`src/rtl/seq_mult_nxm_pkg.sv`:
```
// Shared definitions for the iterative n x m multiplier: state encoding and
// step-count helpers derived from the multiplier width and radix.
package seq_mult_nxm_pkg;

  typedef enum logic [1:0] {
    ST_IDLE = 2'd0,
    ST_BUSY = 2'd1,
    ST_DONE = 2'd2
  } state_t;

  // Number of accumulation steps: ceil(m / r).
  function automatic int num_steps(input int m, input int r);
    return (m + r - 1) / r;
  endfunction

  function automatic int cnt_width(input int s);
    return $clog2(s + 1);
  endfunction

endpackage

```
`src/rtl/seq_mult_nxm_rca_n.sv`:
```
// Plain ripple-carry adder used as the partial-product accumulation step.
module rca_n #(
  parameter int W = 8
) (
  input  logic [W-1:0] a,
  input  logic [W-1:0] b,
  input  logic         cin,
  output logic [W-1:0] sum,
  output logic         cout
);

  logic [W:0] carry;

  assign carry[0] = cin;

  for (genvar gi = 0; gi < W; gi++) begin : g_fa
    assign sum[gi]       = a[gi] ^ b[gi] ^ carry[gi];
    assign carry[gi + 1] = (a[gi] & b[gi]) | (carry[gi] & (a[gi] ^ b[gi]));
  end

  assign cout = carry[W];

endmodule

```
`src/rtl/seq_mult_nxm.sv`:
```
// Iterative n x m multiplier retiring R multiplier bits per cycle, signed or
// unsigned per operation, with valid/ready handshakes on both sides.
module seq_mult_nxm
  import seq_mult_nxm_pkg::*;
#(
  parameter int N = 32,
  parameter int M = 32,
  parameter int R = 1
) (
  input  logic           clk,
  input  logic           rst,
  input  logic           in_valid,
  output logic           in_ready,
  input  logic [N-1:0]   a,
  input  logic [M-1:0]   b,
  input  logic           signed_mode,
  output logic           out_valid,
  input  logic           out_ready,
  output logic [N+M-1:0] p,
  output logic           busy
);

  localparam int S  = num_steps(M, R);
  localparam int CW = cnt_width(S);
  localparam int BW = S * R;
  localparam int AW = N + BW;
  localparam int PW = N + M;

  state_t          state_reg;
  logic [N-1:0]    mag_a_reg;
  logic [BW-1:0]   mag_b_reg;
  logic            neg_reg;
  logic [AW-1:0]   acc_reg;
  logic [CW-1:0]   step_reg;
  logic [PW-1:0]   p_reg;
  logic            in_ready_reg;
  logic            out_valid_reg;
  logic            busy_reg;

  logic [N-1:0]    a_mag;
  logic [M-1:0]    b_mag;
  logic [N+R-1:0]  pp_term [R];
  logic [N+R-1:0]  pp;
  logic [N+R-1:0]  step_sum;
  logic            carry_unused;
  logic [AW-1:0]   acc_next;
  logic [PW-1:0]   prod_mag;

  // Most-negative operands negate to 2^(W-1), which is still representable unsigned.
  assign a_mag = (signed_mode && a[N-1]) ? -a : a;
  assign b_mag = (signed_mode && b[M-1]) ? -b : b;

  for (genvar gi = 0; gi < R; gi++) begin : g_pp
    assign pp_term[gi] = mag_b_reg[gi] ? ({{R{1'b0}}, mag_a_reg} << gi) : '0;
  end

  always_comb begin
    pp = '0;
    for (int i = 0; i < R; i++) begin
      pp = pp + pp_term[i];
    end
  end

  // Top N accumulator bits plus the new partial product never exceed N+R bits.
  rca_n #(.W(N + R)) u_step_add (
    .a   ({{R{1'b0}}, acc_reg[AW-1 -: N]}),
    .b   (pp),
    .cin (1'b0),
    .sum (step_sum),
    .cout(carry_unused)
  );

  // Right-shifting accumulator: retired low bits slide down by R each step.
  if (S == 1) begin : g_acc_single
    assign acc_next = step_sum;
  end else begin : g_acc_multi
    assign acc_next = {step_sum, acc_reg[BW-1:R]};
  end

  assign prod_mag = acc_next[PW-1:0];

  always_ff @(posedge clk) begin
    if (rst) begin
      state_reg     <= ST_IDLE;
      in_ready_reg  <= 1'b1;
      out_valid_reg <= 1'b0;
      busy_reg      <= 1'b0;
      p_reg         <= '0;
      acc_reg       <= '0;
      step_reg      <= '0;
      mag_a_reg     <= '0;
      mag_b_reg     <= '0;
      neg_reg       <= 1'b0;
    end else begin
      case (state_reg)
        ST_IDLE: begin
          if (in_valid) begin
            mag_a_reg    <= a_mag;
            mag_b_reg    <= BW'(b_mag);
            neg_reg      <= signed_mode & (a[N-1] ^ b[M-1]);
            acc_reg      <= '0;
            step_reg     <= '0;
            state_reg    <= ST_BUSY;
            in_ready_reg <= 1'b0;
            busy_reg     <= 1'b1;
          end
        end
        ST_BUSY: begin
          acc_reg   <= acc_next;
          mag_b_reg <= mag_b_reg >> R;
          step_reg  <= step_reg + CW'(1);
          if (step_reg == CW'(S - 1)) begin
            p_reg         <= neg_reg ? -prod_mag : prod_mag;
            state_reg     <= ST_DONE;
            out_valid_reg <= 1'b1;
          end
        end
        ST_DONE: begin
          if (out_ready) begin
            state_reg     <= ST_IDLE;
            out_valid_reg <= 1'b0;
            in_ready_reg  <= 1'b1;
            busy_reg      <= 1'b0;
          end
        end
        default: begin
          state_reg     <= ST_IDLE;
          out_valid_reg <= 1'b0;
          in_ready_reg  <= 1'b1;
          busy_reg      <= 1'b0;
        end
      endcase
    end
  end

  assign in_ready  = in_ready_reg;
  assign out_valid = out_valid_reg;
  assign busy      = busy_reg;
  assign p         = p_reg;

endmodule
```
`config.mk`:
```
export PLATFORM = sky130hd
export DESIGN_NAME = seq_mult_nxm
export DESIGN_NICKNAME = d
export VERILOG_FILES = /design/src/rtl/seq_mult_nxm_pkg.sv /design/src/rtl/seq_mult_nxm_rca_n.sv /design/src/rtl/seq_mult_nxm.sv
export SDC_FILE = /design/constraint.sdc
export NUM_CORES = 1
export LEC_CHECK = 0
export ABC_AREA = 1
export BUFFER_PORTS_ARGS = -buffer_cell sky130_fd_sc_hd__buf_4
export CAP_MARGIN = 20
export CORE_MARGIN = 1
export CORE_UTILIZATION = 35
export CTS_BUF_LIST = sky130_fd_sc_hd__clkbuf_2 sky130_fd_sc_hd__clkbuf_4 sky130_fd_sc_hd__clkbuf_8
export CTS_CLUSTER_SIZE = 28
export DETAILED_ROUTE_END_ITERATION = 12
export GPL_TIMING_DRIVEN = 1
export PLACE_DENSITY_LB_ADDON = 0.2
export SYNTH_ARGS = -nofsm -noshare
export SYNTH_HDL_FRONTEND = slang
export SYNTH_SLANG_ARGS = --single-unit
```
`constraint.sdc`:
```
create_clock -name clk -period 19.2 [get_ports clk]
set_clock_uncertainty 0.1 [all_clocks]
set_input_delay 1.92 -clock clk [delete_from_list [all_inputs] [get_ports clk]]
set_output_delay 1.92 -clock clk [all_outputs]
set_load 0.03 [all_outputs]
```
==> metrics.txt <==
Slew HR 0.322; crit end category flop; initial antenna violation count 0; Avg Vias per Cell 4.92; hold buffers post-CTS 0; pwr/cell area 73.2 nW/um^2; Yosys reg bits 203; Lkg Pwr 6.86 nW; met1 usage 0.321; Worst EP arrival 15.01 ns; Warnings, synthesis 0; Clock Tree Buf Depth 3; vias in the first global route around 12,000; Filler cells 3,708; cells after synthesis 1,966; Final Cycle Share 0.763; Die X 191 microns; Max stage delay cell, worst path dfxtp_1; DR WL/cell 15.4 microns; P&R area growth vs syn 17.1%; peak supply drop roughly 38 uV; CP required just under 20 ns; number of max-cap violations 0; RSZ-0062 raised after global routing false; Skew-Pair Late Insertion Delay 0.56 ns; Rows 68; DRT antenna net count 0; startpoint class of the critical path flop; top_reg_cell synth dfxtp_1; DRC 0; number of synthesized flops with an enable pin 0; Fmax achieved 0.0682 GHz; Nets 2,168; PortBufs around 140; largest area contributor in the netlist dfxtp_1; clock sinks 203; CTS root buffer clkbuf_8; Most Crowded Layer GR met2; number of detailed-route iterations in the first pass 6; max incr delay on CP 0.98 ns; initial core utilization 0.358; Core Area 34,800 sq um; met3 Use GR 0.0272; max reg flops 64; IO Count 136; hpwl dp 28.6 mm; fin. max-slew vios 0; Starting DRT DRC Count 834; diodes inserted 0; Via Count 12,500; Setup CP Type flop to flop; Mean Syn Cell Area ~6.3 sq um; CTS tree done; sequential share of the synthesized area 0.326; final wirelength 39.1 mm; Synth area leaders dfxtp_1 (33%), nand2_1 (18%), inv_1 (6.7%), nor2_1 (6.7%), a21oi_1 (6.0%); Hold Vio Cnt, Final 0; Die Area 36,400 sq um; GPL Wtd Cong approximately 0.92; layout cells sized above 1 0.113; minimum clock period after layout 14.65 ns; Worst-Margin Slew roughly 1.0 ns; most frequent CP cell fa_1; fin area 14,600 sq um; worst-path fanout max 33; post-synth cell types 39; global-route wire length before repair 63.6 mm; Total GRT Usage 0.219; Die Y 191 microns; met2 Use GR 0.333; final setup fails 0; grt ovf 0; Post-synth ARST share 0; pin count of the biggest net entering global routing a little under 100; setup TNS 0 ns; hold crit path type flop to flop; Placed Area about 14,000 sq um; Synth top area share 0.326; H-Tree Depth 2; CTS-repair resized insts 0; post-CTS setup buffer count 0; mapped cell area 12,500 sq um; Mapped Nets 2,071; clock transition at the registers of the reported paths 0.06 ns; TritonCTS buffer count 38; outcome finished clean
-- cell type report --
class                   count  area (sq um)  share of cell area
multi-input cells        1449          7190               0.492
flip-flops and latches    203          4070               0.279
repair buffers            142          1070              0.0730
inverters                 229           860              0.0589
clock buffers              63           811              0.0556
well taps                 455           569              0.0390
clock inverters             6          38.8             0.00266
-- cell usage after synthesis (2+ instances only) --
cell      number
clkbuf_1      55
dfxtp_1      203
a21oi_1      150
nand3_1      149
clkinv_1       3
a22oi_1       19
o21ai_0       99
ha_1           5
o31ai_1        2
nor2_1       222
nand2_1      609
a211oi_1       3
o211ai_1       7
nor2_4         4
nand4_1       21
inv_1        222
nor3_1         7
o21a_1        24
buf_1         10
nand3b_1       6
xnor2_1        8
buf_2         16
buf_4          4
inv_2          4
a21o_1         2
or2_2         10
o21bai_1       8
xor2_1        34
o21ai_1        4
a31oi_1       14
o221ai_1       4
fa_1          31
-- worst max-delay path: cells and delay by family, from the launching register on --
| family | cells | cell delay, ns |
|---|---|---|
| adder cells (fa/ha/maj) | 32 | 12.25 |
| AND/OR/NAND/NOR | 12 | 0.99 |
| flip-flops | 1 | 0.98 |
| buffers and inverters | 4 | 0.25 |
-- power by group --
part | leakage (nW) | total [mW] | internal, mW | switching, mW
logic | 4.75 | 0.168 | 0.0544 | 0.114
registers | 1.65 | 0.444 | 0.435 | 0.00895
clock network | 0.451 | 0.456 | 0.267 | 0.189
-- final timing paths --
| path | startpoint | end | slack (ns) | cells after the start |
|---|---|---|---|---|
| worst min register to register | acc_reg[61] | acc_reg[61] | 0.36 | 2 |
| worst max-delay path | mag_b_reg[0] | p[63] | 4.55 | 48 |
| worst max register to register | mag_b_reg[0] | p[63] | 4.55 | 48 |
| worst min-delay path | acc_reg[61] | acc_reg[61] | 0.36 | 2 |
-- through the flow --
step / setup WS (ns) / power, mW / util / cells / hold WS, ns
final: 4.55 / 1.07 / 0.419 / 2547 / 0.364
after detailed placement: 4.62 / 0.620 / 0.395 / 2478 / 0.355
after floorplan: 5.69 / 0.567 / - / 1966 / 0.340
after global routing: 3.75 / 1.13 / 0.419 / 2547 / 0.378
after global placement: 4.75 / 0.619 / 0.395 / 2478 / 0.350
after CTS: 4.58 / 1.08 / 0.419 / 2547 / 0.364
-- cell families after synthesis --
group,share of synthesized area
DFF,0.326
xor gates and xnor gates,0.0295
adders and majority gates,0.0548
and+or+nand+nor,0.339
buffers and inverters,0.0974
AOI/OAI and AO/OA,0.153
-- metal layers --
layer | routed length (microns) | share of wire
met5 | 0 | 0
met1 | 19300 | 0.49
met2 | 16700 | 0.43
met3 | 2080 | 0.053
met4 | 970 | 0.025
-- placed cells by master (no fill, tap or decap), types with 3 or more instances in the layout --
cell and instances:
dfxtp_1 202, or2_2 10, buf_4 142, fa_1 31, clkbuf_8 54, nor2_4 4
a21oi_1 150, o21a_1 24, nor2_1 222, nand3_1 149, a31oi_1 14, clkinv_2 4
a22oi_1 19, nand3b_1 6, clkbuf_4 9, o221ai_1 4, xnor2_1 8, nand2_1 609
inv_1 222, nand4_1 21, xor2_1 34, o21ai_0 99, o21ai_1 4, o211ai_1 7
nor3_1 7, ha_1 5, a211oi_1 3, o21bai_1 8, inv_2 5
(Power assumes the default switching activity.)
